===== config.mk =====
export PLATFORM = sky130hd
export DESIGN_NAME = cmos_cam_config
export DESIGN_NICKNAME = d
export VERILOG_FILES = /design/src/rtl/cmos_cam_pkg.sv /design/src/rtl/cmos_cam_reg_rom.sv /design/src/rtl/cmos_cam_config.sv
export SDC_FILE = /design/constraint.sdc
export NUM_CORES = 1
export LEC_CHECK = 0
export CORE_AREA = 2 2 161 163
export CTS_CLUSTER_SIZE = 20
export DETAILED_ROUTE_END_ITERATION = 10
export DIE_AREA = 0 0 163 165
export PLACE_DENSITY = 0.49
export REMOVE_ABC_BUFFERS = 1
export SETUP_SLACK_MARGIN = 0.3
export SYNTH_ARGS = -nofsm -noshare
export SYNTH_HDL_FRONTEND = slang
export SYNTH_SLANG_ARGS = --single-unit

===== constraint.sdc =====
create_clock -name clock -period 3.9 [get_ports clock]
set_input_delay 0.78 -clock clock [delete_from_list [all_inputs] [get_ports clock]]
set_output_delay 0.78 -clock clock [all_outputs]
set_load 0.01 [all_outputs]

===== src/rtl/cmos_cam_pkg.sv =====
// rtl/cmos_cam_pkg.sv - shared types and constants for the SCCB camera configurator
package cmos_cam_pkg;

  typedef enum logic [2:0] {
    ST_IDLE,
    ST_CAM_RST,
    ST_SETTLE,
    ST_START,
    ST_BITS,
    ST_STOP,
    ST_GAP,
    ST_DONE
  } cam_state_e;

  localparam logic [7:0] DEFAULT_DEV_ID = 8'h42;

  typedef struct packed {
    logic [7:0] reg_addr;
    logic [7:0] data;
  } cam_entry_t;

endpackage


===== src/rtl/cmos_cam_reg_rom.sv =====
// rtl/cmos_cam_reg_rom.sv - combinational camera register table, {reg, data} per entry
module cmos_cam_reg_rom
  import cmos_cam_pkg::*;
(
  input  logic [7:0] index_i,
  output cam_entry_t entry_o
);

  // Entries past the populated range read back as the 0xFF/0xFF end marker.
  always_comb begin
    entry_o = '{reg_addr: 8'hFF, data: 8'hFF};
    case (index_i)
      8'd0:  entry_o = '{reg_addr: 8'h12, data: 8'h80};
      8'd1:  entry_o = '{reg_addr: 8'h11, data: 8'h01};
      8'd2:  entry_o = '{reg_addr: 8'h3A, data: 8'h04};
      8'd3:  entry_o = '{reg_addr: 8'h12, data: 8'h00};
      8'd4:  entry_o = '{reg_addr: 8'h17, data: 8'h13};
      8'd5:  entry_o = '{reg_addr: 8'h18, data: 8'h01};
      8'd6:  entry_o = '{reg_addr: 8'h32, data: 8'hB6};
      8'd7:  entry_o = '{reg_addr: 8'h19, data: 8'h02};
      8'd8:  entry_o = '{reg_addr: 8'h1A, data: 8'h7A};
      8'd9:  entry_o = '{reg_addr: 8'h03, data: 8'h0A};
      8'd10: entry_o = '{reg_addr: 8'h0C, data: 8'h00};
      8'd11: entry_o = '{reg_addr: 8'h3E, data: 8'h00};
      8'd12: entry_o = '{reg_addr: 8'h70, data: 8'h3A};
      8'd13: entry_o = '{reg_addr: 8'h71, data: 8'h35};
      8'd14: entry_o = '{reg_addr: 8'h72, data: 8'h11};
      8'd15: entry_o = '{reg_addr: 8'h73, data: 8'hF0};
      default: entry_o = '{reg_addr: 8'hFF, data: 8'hFF};
    endcase
  end

endmodule


===== src/rtl/cmos_cam_config.sv =====
// rtl/cmos_cam_config.sv - camera reset/settle then SCCB write of every table entry
module cmos_cam_config
  import cmos_cam_pkg::*;
#(
  parameter int unsigned CLK_DIV       = 25,
  parameter logic [7:0]  DEV_ID        = DEFAULT_DEV_ID,
  parameter int unsigned TABLE_LEN     = 64,
  parameter int unsigned RST_CYCLES    = 1000,
  parameter int unsigned SETTLE_CYCLES = 100000,
  parameter int unsigned GAP_TICKS     = 4
) (
  input  logic       clock,
  input  logic       reset,
  input  logic       io_start,
  output logic       io_busy,
  output logic       io_done,
  output logic [7:0] io_index,
  output logic       io_sccbClock,
  output logic       io_sccbData,
  output logic       io_camResetN,
  output logic       io_camPowerDown
);

  localparam logic [15:0] DIV_LAST    = 16'(CLK_DIV - 1);
  localparam logic [15:0] GAP_LAST    = 16'(GAP_TICKS - 1);
  localparam logic [31:0] RST_LAST    = 32'(RST_CYCLES - 1);
  localparam logic [31:0] SETTLE_LAST = 32'(SETTLE_CYCLES - 1);
  localparam logic [8:0]  TABLE_END   = 9'(TABLE_LEN);

  cam_state_e  state_q, state_d;
  logic [31:0] dly_q, dly_d;
  logic [15:0] div_q, div_d;
  logic [15:0] step_q, step_d;
  logic [3:0]  bit_q, bit_d;
  logic [1:0]  byte_q, byte_d;
  logic [8:0]  index_q, index_d;
  cam_entry_t  entry_q, entry_d;
  cam_entry_t  rom_entry;
  logic        tick;
  logic        bus_active;
  logic [7:0]  cur_byte;
  logic        cur_bit;

  cmos_cam_reg_rom u_rom (
    .index_i (index_q[7:0]),
    .entry_o (rom_entry)
  );

  assign bus_active = (state_q == ST_START) || (state_q == ST_BITS) ||
                      (state_q == ST_STOP)  || (state_q == ST_GAP);
  assign tick       = bus_active && (div_q == DIV_LAST);

  always_comb begin
    case (byte_q)
      2'd0:    cur_byte = DEV_ID;
      2'd1:    cur_byte = entry_q.reg_addr;
      default: cur_byte = entry_q.data;
    endcase
  end

  // bit_q == 8 is the ninth (don't-care) bit, always driven high.
  assign cur_bit = bit_q[3] ? 1'b1 : cur_byte[3'd7 - bit_q[2:0]];

  always_comb begin
    state_d = state_q;
    dly_d   = dly_q;
    div_d   = bus_active ? (tick ? 16'd0 : div_q + 16'd1) : 16'd0;
    step_d  = step_q;
    bit_d   = bit_q;
    byte_d  = byte_q;
    index_d = index_q;
    entry_d = entry_q;
    case (state_q)
      ST_IDLE, ST_DONE: begin
        if (io_start) begin
          state_d = ST_CAM_RST;
          dly_d   = 32'd0;
          index_d = 9'd0;
        end
      end
      ST_CAM_RST: begin
        if (dly_q == RST_LAST) begin
          state_d = ST_SETTLE;
          dly_d   = 32'd0;
        end else begin
          dly_d = dly_q + 32'd1;
        end
      end
      ST_SETTLE: begin
        if (dly_q == SETTLE_LAST) begin
          state_d = ST_START;
          dly_d   = 32'd0;
          index_d = 9'd0;
          byte_d  = 2'd0;
          bit_d   = 4'd0;
          step_d  = 16'd0;
        end else begin
          dly_d = dly_q + 32'd1;
        end
      end
      ST_START: begin
        if (step_q == 16'd0) entry_d = rom_entry;
        if (tick) begin
          if (step_q == 16'd1) begin
            state_d = ST_BITS;
            step_d  = 16'd0;
            bit_d   = 4'd0;
            byte_d  = 2'd0;
          end else begin
            step_d = step_q + 16'd1;
          end
        end
      end
      ST_BITS: begin
        if (tick) begin
          if (step_q == 16'd3) begin
            step_d = 16'd0;
            if (bit_q == 4'd8) begin
              bit_d = 4'd0;
              if (byte_q == 2'd2) begin
                state_d = ST_STOP;
                byte_d  = 2'd0;
              end else begin
                byte_d = byte_q + 2'd1;
              end
            end else begin
              bit_d = bit_q + 4'd1;
            end
          end else begin
            step_d = step_q + 16'd1;
          end
        end
      end
      ST_STOP: begin
        if (tick) begin
          if (step_q == 16'd2) begin
            state_d = ST_GAP;
            step_d  = 16'd0;
          end else begin
            step_d = step_q + 16'd1;
          end
        end
      end
      ST_GAP: begin
        if (tick) begin
          if (step_q == GAP_LAST) begin
            step_d  = 16'd0;
            index_d = index_q + 9'd1;
            state_d = (index_q + 9'd1 == TABLE_END) ? ST_DONE : ST_START;
          end else begin
            step_d = step_q + 16'd1;
          end
        end
      end
      default: state_d = ST_IDLE;
    endcase
  end

  always_ff @(posedge clock) begin
    if (reset) begin
      state_q <= ST_IDLE;
      dly_q   <= 32'd0;
      div_q   <= 16'd0;
      step_q  <= 16'd0;
      bit_q   <= 4'd0;
      byte_q  <= 2'd0;
      index_q <= 9'd0;
      entry_q <= '0;
    end else begin
      state_q <= state_d;
      dly_q   <= dly_d;
      div_q   <= div_d;
      step_q  <= step_d;
      bit_q   <= bit_d;
      byte_q  <= byte_d;
      index_q <= index_d;
      entry_q <= entry_d;
    end
  end

  always_comb begin
    io_sccbClock = 1'b1;
    io_sccbData  = 1'b1;
    case (state_q)
      ST_START: begin
        io_sccbClock = (step_q == 16'd0);
        io_sccbData  = 1'b0;
      end
      ST_BITS: begin
        io_sccbClock = (step_q == 16'd1) || (step_q == 16'd2);
        io_sccbData  = cur_bit;
      end
      ST_STOP: begin
        io_sccbClock = (step_q != 16'd0);
        io_sccbData  = (step_q == 16'd2);
      end
      default: begin
        io_sccbClock = 1'b1;
        io_sccbData  = 1'b1;
      end
    endcase
  end

  assign io_busy         = (state_q != ST_IDLE) && (state_q != ST_DONE);
  assign io_done         = (state_q == ST_DONE);
  assign io_index        = index_q[7:0];
  assign io_camResetN    = (state_q != ST_CAM_RST);
  assign io_camPowerDown = 1'b0;

endmodule


==> flow_summary.toml <==
[outcome]
status = "completed"

[global_routing]
track_usage_pct = 10.90
grtUsageMet2_pct = 16.60
grt_pass1_wl_um = 23200
grt_start_max_net_pins = 32
grt_overflow = 0
antenna_found_initial = 0
grt_use_met3_pct = 2.662
global_route.usage.met1_pct = 14.82
grt_pass1_vias = 4516
top_usage_layer = "met2"

[cells_and_area]
diodes = 0
nNetsFinal = 755
area_growth_syn_to_layout_pct = 16.68
fillers = 2685
layout-drive-gt1-share_pct = 10.12

[power_and_ir_drop]
p_int_mw = 2.416
ir_drop_mv = 0.2959
leakagePower_nw = 2.422
comb_power_share_pct = 20.2
clock_power_share_pct = 43.7
power.switching_mw = 1.009
switching_share_pct = 29.46
seq_power_share_pct = 36.1
p_per_area_nw_per_um2 = 492.9
p_total_mw = 3.425

[synth]
synth_top_family_by_area = "simple AND/OR/NAND/NOR gates"
synth_top_cells_by_area = "dfxtp_1 (38%), nor2_1 (8.3%), xnor2_1 (5.0%)"
synth_xor_area_share_pct = 8.971
yosys.area_share.adder_pct = 4.412
ys_warn_count = 0
ys_types = 75
yosysTopAreaCellShare_pct = 37.98
synth_cells = 723
synth_mux_area_share_pct = 1.975
async_reset_ff_share_pct = 0
synth-simple-area-share_pct = 29.41
syn_area_um2 = 5956
synth_ff_type = "dfxtp_1"
synth-seq-area-share_pct = 37.98
synth_edf_count = 0
syn_area_per_cell_um2 = 8.237
synth_compound_area_share_pct = 10.74
ys_ff_latch = 113
synth_top_area_cell = "dfxtp_1"

[detailed_routing]
via_per_inst = 4.484
vias = 4802
wirelength_um = 13920
wire_per_inst_um = 13.00
drt-initial-drc-count = 298
drc_errors = 0
dr.pass1.iters = 5
antenna_left = 0

[worst_hold_path]
whs_path_depth = 2
hold_path_class = "flop to flop"
holdPathEnd = "entry_q[10]"

[worst_setup_path]
r2r.worst_path.cells = 11
cp-end-kind = "output pin"
required_ns = 3.12
crit_arrival_ns = 2.66
worstSetupPathType = "flop to output pin"
worst-r2r-setup-slack_ns = 0.72
path_max_fanout = 7
critPathLaunchType = "flop"
r2r-start = "step_q[9]"

[sta]
worst_clock_skew_ns = 0.01013
setup_viol = 0
tightestPinTransition_ns = 0.8901
rsz0062_at_grt = "false"
setup-tns-final_ns = 0
timing.fmax_ghz = 0.2903
relSlewSlack_pct = 40.01
fin_crit_ns = 3.444
drv_slew = 0
setup_ws_ns = 0.4558
fin_crit_sh_pct = 88.31
hold_violations = 0

[cts]
numCtsBuffers = 17
clk_path_buf_depth = 2
cts_hold_buf = 0
path_clk_slew_ns = 0.05
clock_sinks = 113
cts_max_level = 4
root_buffer = "clkbuf_16"
worstSkewPairLatency_ns = 0.42
cts_tree = "done"

[placed_design]
place_hpwl_um = 9551
portBuffers = 15
place_congestion = 0.7800
pre_cts_ws_ns = 0.3283

[floorplan]
die-area_um2 = 26900
start_util_pct = 23.79
die_y_um = 165
coreArea_um2 = 25040
num_rows = 58
ios = 17
die_width_um = 163

[flow_run]
maxCapViolCount = 0
[Yosys cell counts, types with 3 or more instances]
master and count:
mux2i_1 5, xor2_1 27, o22ai_1 4, buf_4 9, and2_1 5, a21oi_1 25
nor2b_1 6, nor3_1 29, nand4_1 14, ha_1 21, a211oi_1 6, a221oi_1 3
o21bai_1 3, xnor2_1 34, dfxtp_1 113, a21o_1 3, o21ai_0 25, buf_2 4
and4_1 5, nand3b_1 4, clkbuf_1 22, nor4_1 17, inv_1 33, nor3b_1 4
nand3_1 29, or3_1 9, or2_2 4, o31ai_1 4, nor2_1 132, or4_1 5
nand2_1 49, nor4b_1 4, mux2_2 4, nand4b_1 3, and3_1 8
[stage by stage]
stage / std cells / cell area [um^2] / utilization (%) / hold slack [ns]
2_1_floorplan: 682 / 5705 / - / 0.4407
3_3_place_gp: 1042 / 6380 / 25.48 / 0.4661
3_5_place_dp: 1042 / 6380 / 25.48 / 0.4702
4_1_cts: 1071 / 6940 / 27.72 / 0.4799
5_1_grt: 1071 / 6949 / 27.76 / 0.4912
6_report: 1071 / 6949 / 27.76 / 0.4787
[how the worst max path moves through the flow]
stage | start | end | slack (ns) | depth (start not counted)
after floorplan | io_start | flop | 0.69 | 7
after detailed placement | io_start | flop | 0.33 | 9
after global placement | io_start | flop | 0.36 | 9
final | step_q[9] | io_sccbData | 0.46 | 5
after global routing | step_q[9] | io_sccbData | 0.33 | 5
after CTS | step_q[3] | io_sccbData | 0.37 | 5
[per-layer routing]
layer	vias up	wire length [um]	share of wire (%)
met1	2212	7243	52
met5	-	0	0
met4	0	184	1.3
met2	65	6079	44
met3	14	417	3.0
li1	2511	-	-
[power by group through the flow]
stage	Combinational [mW]	Sequential, mW	Clock, mW
finish	0.693	1.24	1.50
global route	0.769	1.24	1.59
CTS	0.697	1.23	1.54
detailed placement	0.694	1.26	0
global placement	0.695	1.26	0
floorplan	0.437	1.25	0
[logic make-up after synthesis]
kind of cell / Yosys count
buffers and inverters: 76
flip-flops: 113
multiplexers: 10
other: 1
AND/OR/NAND/NOR: 346
AO/OA/AOI/OAI: 95
XOR/XNOR: 61
adder cells (fa/ha/maj): 21
[final cells by class]
class                           count  area (um^2)  area share, %
Timing Repair Buffer               30        257.7          3.709
Inverter                           35        133.9          1.927
Clock inverter                      6        82.58          1.188
Tap cell                          330        412.9          5.942
Sequential cell                   113         2263          32.57
Multi-Input combinational cell    534         3321          47.79
Clock buffer                       23        478.0          6.878
[cells in the final DEF, fill, tap and decap left out, types with 17 or more instances in the layout]
master     synthesis  final
a21oi_1           25     25
clkbuf_16          0     17
dfxtp_1          113    112
ha_1              21     21
inv_1             33     33
nand2_1           49     49
nand3_1           29     29
nor2_1           132    132
nor3_1            29     29
o21ai_0           25     25
xnor2_1           34     34
xor2_1            27     27
[timing repair]
action | 4_1_cts | 5_1_grt
buffers inserted | 0 | 0
setup endpoints to repair | 0 | 2
resized for setup | 0 | 3
[worst max-delay path, stage by stage, from the launching register on]
cell,delay (ns)
dfxtp_1,0.35
nor4_1,0.49
and4_2,0.43
a41oi_1,0.20
o21ai_0,0.19
clkdlybuf4s50_1,0.59
(Power assumes the default switching activity.)
==> RTL change 1, RTL diff (same flow settings) <==
Encoding of `cam_state_e`: now one-hot (8 bits for 8 states).
--- a/src/rtl/cmos_cam_pkg.sv
+++ b/src/rtl/cmos_cam_pkg.sv
@@ -3,11 +3,11 @@
 
-  typedef enum logic [2:0] {
-    ST_IDLE,
-    ST_CAM_RST,
-    ST_SETTLE,
-    ST_START,
-    ST_BITS,
-    ST_STOP,
-    ST_GAP,
-    ST_DONE
+  typedef enum logic [7:0] {
+    ST_IDLE    = 8'b00000001,
+    ST_CAM_RST = 8'b00000010,
+    ST_SETTLE  = 8'b00000100,
+    ST_START   = 8'b00001000,
+    ST_BITS    = 8'b00010000,
+    ST_STOP    = 8'b00100000,
+    ST_GAP     = 8'b01000000,
+    ST_DONE    = 8'b10000000
   } cam_state_e;
Behaviour: no difference found for any inputs over 10 cycles, from zero or initial values and one cycle with reset high; not proved beyond that.
==> RTL change 1 against the original RTL <==
Area after synthesis rose by 2.4%; design area rose by 3.3%; critical path type unchanged; wire length grew 9.6%; die area did not move; sequential share of layout area is 0.33 points higher; non-clock buffer count is 2 higher; worst setup slack worse by 9.3 ps; final cell count fell by 1.4%; sequential cell count up 5; highest routed layer unchanged; total power decreased by 3.6%.
==> RTL change 1: results (changes against the original RTL) <==
clock power share=46.2% (+2.5 points); post-synthesis compound-gate area fraction=14.84% (+4.1 points); FILL cells=2677 (-0.30%); CP Launch Point=byte_q[0]$_SDFFE_PP0P_; pin count of the biggest net entering global routing=28 (-13%); All-Layer GR Usage=11.90% (+1.0 points); sequential element share of the synthesized area=38.74% (+0.76 points); Reg-to-Reg Start=dly_q[29]$_SDFFE_PP0P_; worst-margin pin slew=1198 ps (+308.2 ps); multiplexer area fraction after synthesis=2.811% (+0.84 points); top-area cell type share of the netlist area=38.74% (+0.76 points); layout cells sized above 1=13.36% (+3.2 points); routability cong.=0.8078 (+3.6%); vias=5078 (+5.7%); Worst R2R Path Depth=10 (-1); Pleak=2.405 nW (-0.71%); Hold Crit Depth=1 (-1); peak supply drop=0.2839 mV (-4.1%); NumNets Final=732 (-3.0%); NetSw=0.0009849 W (-2.4%); status=completed; area post-placement=0.006574 mm^2 (+3.0%); CP arrival=2670 ps (about the same); worst clock skew=8.264 ps (-1.868 ps); Iter 0 DRT Violations=382 (+28%)
RTL change 1: cells by family after synthesis:
logic type,after synthesis
XOR/XNOR,54
adder cells (fa/ha/maj),16
flip-flops,118
buffers and inverters,59
AND/OR/NAND/NOR,321
AO/OA/AOI/OAI,118
multiplexers,12
other,1
RTL change 1: routing by layer:
metal  track usage (%)  wire length, um  vias to the layer above
met1             15.31             7445                     2415
met5                 0                0                        -
li1                  -                -                     2578
met2             19.18             7045                       64
met4             4.907              283                        0
met3             2.788              480                       21
RTL change 1: through the flow:
step / instances / total power, W / hold WS (ps) / setup WS (ps) / utilization, %
6_report: 1056 / 0.003301 / 464.9 / 446.5 / 28.68
5_1_grt: 1056 / 0.003442 / 500.6 / 318.7 / 28.68
3_3_place_gp: 1022 / 0.001805 / 449.0 / 409.2 / 26.26
3_5_place_dp: 1022 / 0.001803 / 461.0 / 381.9 / 26.26
4_1_cts: 1054 / 0.003337 / 473.7 / 399.8 / 28.59
2_1_floorplan: 662 / 0.001613 / 429.7 / 691.8 / -
RTL change 1: repair_timing:
item | in CTS | in global routing
buffers inserted | 0 | 2
pin swaps | 0 | 1
resized for setup | 5 | 1
setup endpoints to repair | 1 | 3
RTL change 1: final cells by class:
| class | instances | area, um^2 | share of cell area (%) |
|---|---|---|---|
| multi-input cells | 522 | 3471 | 48.34 |
| flip-flops and latches | 118 | 2362 | 32.90 |
| well taps | 330 | 412.9 | 5.751 |
| inverters | 22 | 82.58 | 1.150 |
| clock inverters | 15 | 148.9 | 2.074 |
| clock buffers | 17 | 425.4 | 5.925 |
| repair buffers | 32 | 276.5 | 3.852 |
RTL change 1: critical path: stages, from the launching register on:
cell	delay [ps]
dfxtp_1	410
and2_1	200
mux4_2	460
mux4_2	520
nor3_4	230
nor3_1	110
dlygate4sd2_1	320
==> RTL change 2, RTL diff (same flow settings) <==
Without the edit above. Change the parameter `CLK_DIV` from 25 to 12.
--- a/src/rtl/cmos_cam_config.sv
+++ b/src/rtl/cmos_cam_config.sv
@@ -4,3 +4,3 @@
 #(
-  parameter int unsigned CLK_DIV       = 25,
+  parameter int unsigned CLK_DIV       = 12,
   parameter logic [7:0]  DEV_ID        = DEFAULT_DEV_ID,
Check against the original RTL: no difference found for any inputs over 10 cycles, from zero or initial values and one cycle with reset high; that may be too few to reach the edited logic, so the function may still have changed.
==> RTL change 2 against the original RTL <==
Worst setup slack better by 35 ps; largest power group unchanged; critical path depth up 1; utilization increased by 0.30 points; sequential cell count is the same; non-clock buffer count fell by 6; total power increased by 8.4%; area after synthesis up 0.48%; wire length increased by 2.0%; design area is 1.1% higher; largest cell class unchanged.
==> RTL change 2: results (changes against the original RTL) <==
Iter 0 DRT Violations=288 (-3.4%); Syn Inst Count=693 (-4.1%); Reg-to-Reg Start=state_q[1]$_SDFFE_PP0P_; Pre-Repair DR Iteration Count=5 (unchanged); CTS Buf Count=17 (unchanged); NumNets Final=721 (-4.5%); XOR/XNOR share of the synthesized area=8.342% (-0.63 points); total stage count of the critical path=6 (+1); dpl hpwl=9.999 mm (+4.7%); status=completed; FFs w/ async S/R, synth=0% (unchanged); Pleak=2.425 nW (+0.10%); Final period util=87.41% (-0.90 points); top_reg_cell synth=dfxtp_1; CP endpoint=io_sccbClock; GR Layer Usage met3=2.838% (+0.18 points); peak supply drop=0.2829 mV (-4.4%); worst clock skew=17.30 ps (+7.171 ps); min-delay src=div_q[0]$_SDFF_PP0_; CP Max Fanout=8 (+1); sequential element share of the synthesized area=37.80% (-0.18 points); vias in the first global route=4572 (+1.2%); post-synthesis compound-gate area fraction=13.88% (+3.1 points); All-Layer GR Usage=11.05% (+0.15 points); routed wl met3=469 um (+12%); WL per Instance=13.65 um (+5.0%); post-synthesis adder-cell area fraction=4.181% (-0.23 points); wl on met1=7.318 mm (+1.0%); PostCTS Resize Cnt=3 (+3); postcts setup bufs=0 (unchanged); met1 usage=15.34% (+0.52 points); Worst R2R Setup Slack=820 ps (+100 ps); DRT Wirelength=14.21 mm (+2.0%); met2 WL=6.286 mm (+3.4%); Max stage delay on crit path=570 ps (-20 ps); met2 Usage GRT=16.62% (+0.019 points); Inst Count DP=1009 (-3.2%); multiplexer area fraction after synthesis=2.885% (+0.91 points); slew margin rel.=54.71% (+15 points); layout cells sized above 1=13.36% (+3.2 points); Diodes inserted=0 (unchanged); CP Launch Point=step_q[3]$_SDFFE_PP0P_; routability cong.=0.7891 (+1.2%); Worst R2R Path Depth=12 (+1); pre-CTS setup slack=472.1 ps (+143.9 ps); first-pass GRT wire length=23.76 mm (+2.4%); synth top area cells=dfxtp_1, nor2_1, xnor2_1, ha_1, xor2_1; Synth top cells by count=dfxtp_1, nor2_1, nand2_1, nand3_1, xnor2_1; CP arrival=2630 ps (-30 ps); vias=4837 (+0.73%); CP max stage cell=clkdlybuf4s50_1; final hold slack=490.8 ps (+12.14 ps); area post-placement=0.006409 mm^2 (+0.45%)
==> RTL change 2: power by group <==
group          leakage (nW)  switching (W)  total, W  internal, W
clock network         0.296       0.000595   0.00161      0.00101
logic                  1.22       0.000551  0.000849     0.000298
registers             0.912      0.0000597   0.00126      0.00120
==> RTL change 2: worst min-delay path by stage <==
stage	cells after the start	end
floorplan	1	div_q[0]$_SDFF_PP0_
global placement	1	div_q[0]$_SDFF_PP0_
detailed placement	1	entry_q[5]$_SDFFE_PP0P_
CTS	1	entry_q[11]$_SDFFE_PP0P_
global route	1	entry_q[9]$_SDFFE_PP0P_
finish	1	div_q[0]$_SDFF_PP0_
==> RTL change 2: layout make-up <==
class / count / area (um^2)
clock buffers: 17 / 425.4
clock inverters: 15 / 183.9
fillers: 2667 / 18010
inverters: 27 / 101.3
multi-input cells: 515 / 3415
flip-flops and latches: 113 / 2266
well taps: 330 / 412.9
repair buffers: 24 / 220.2
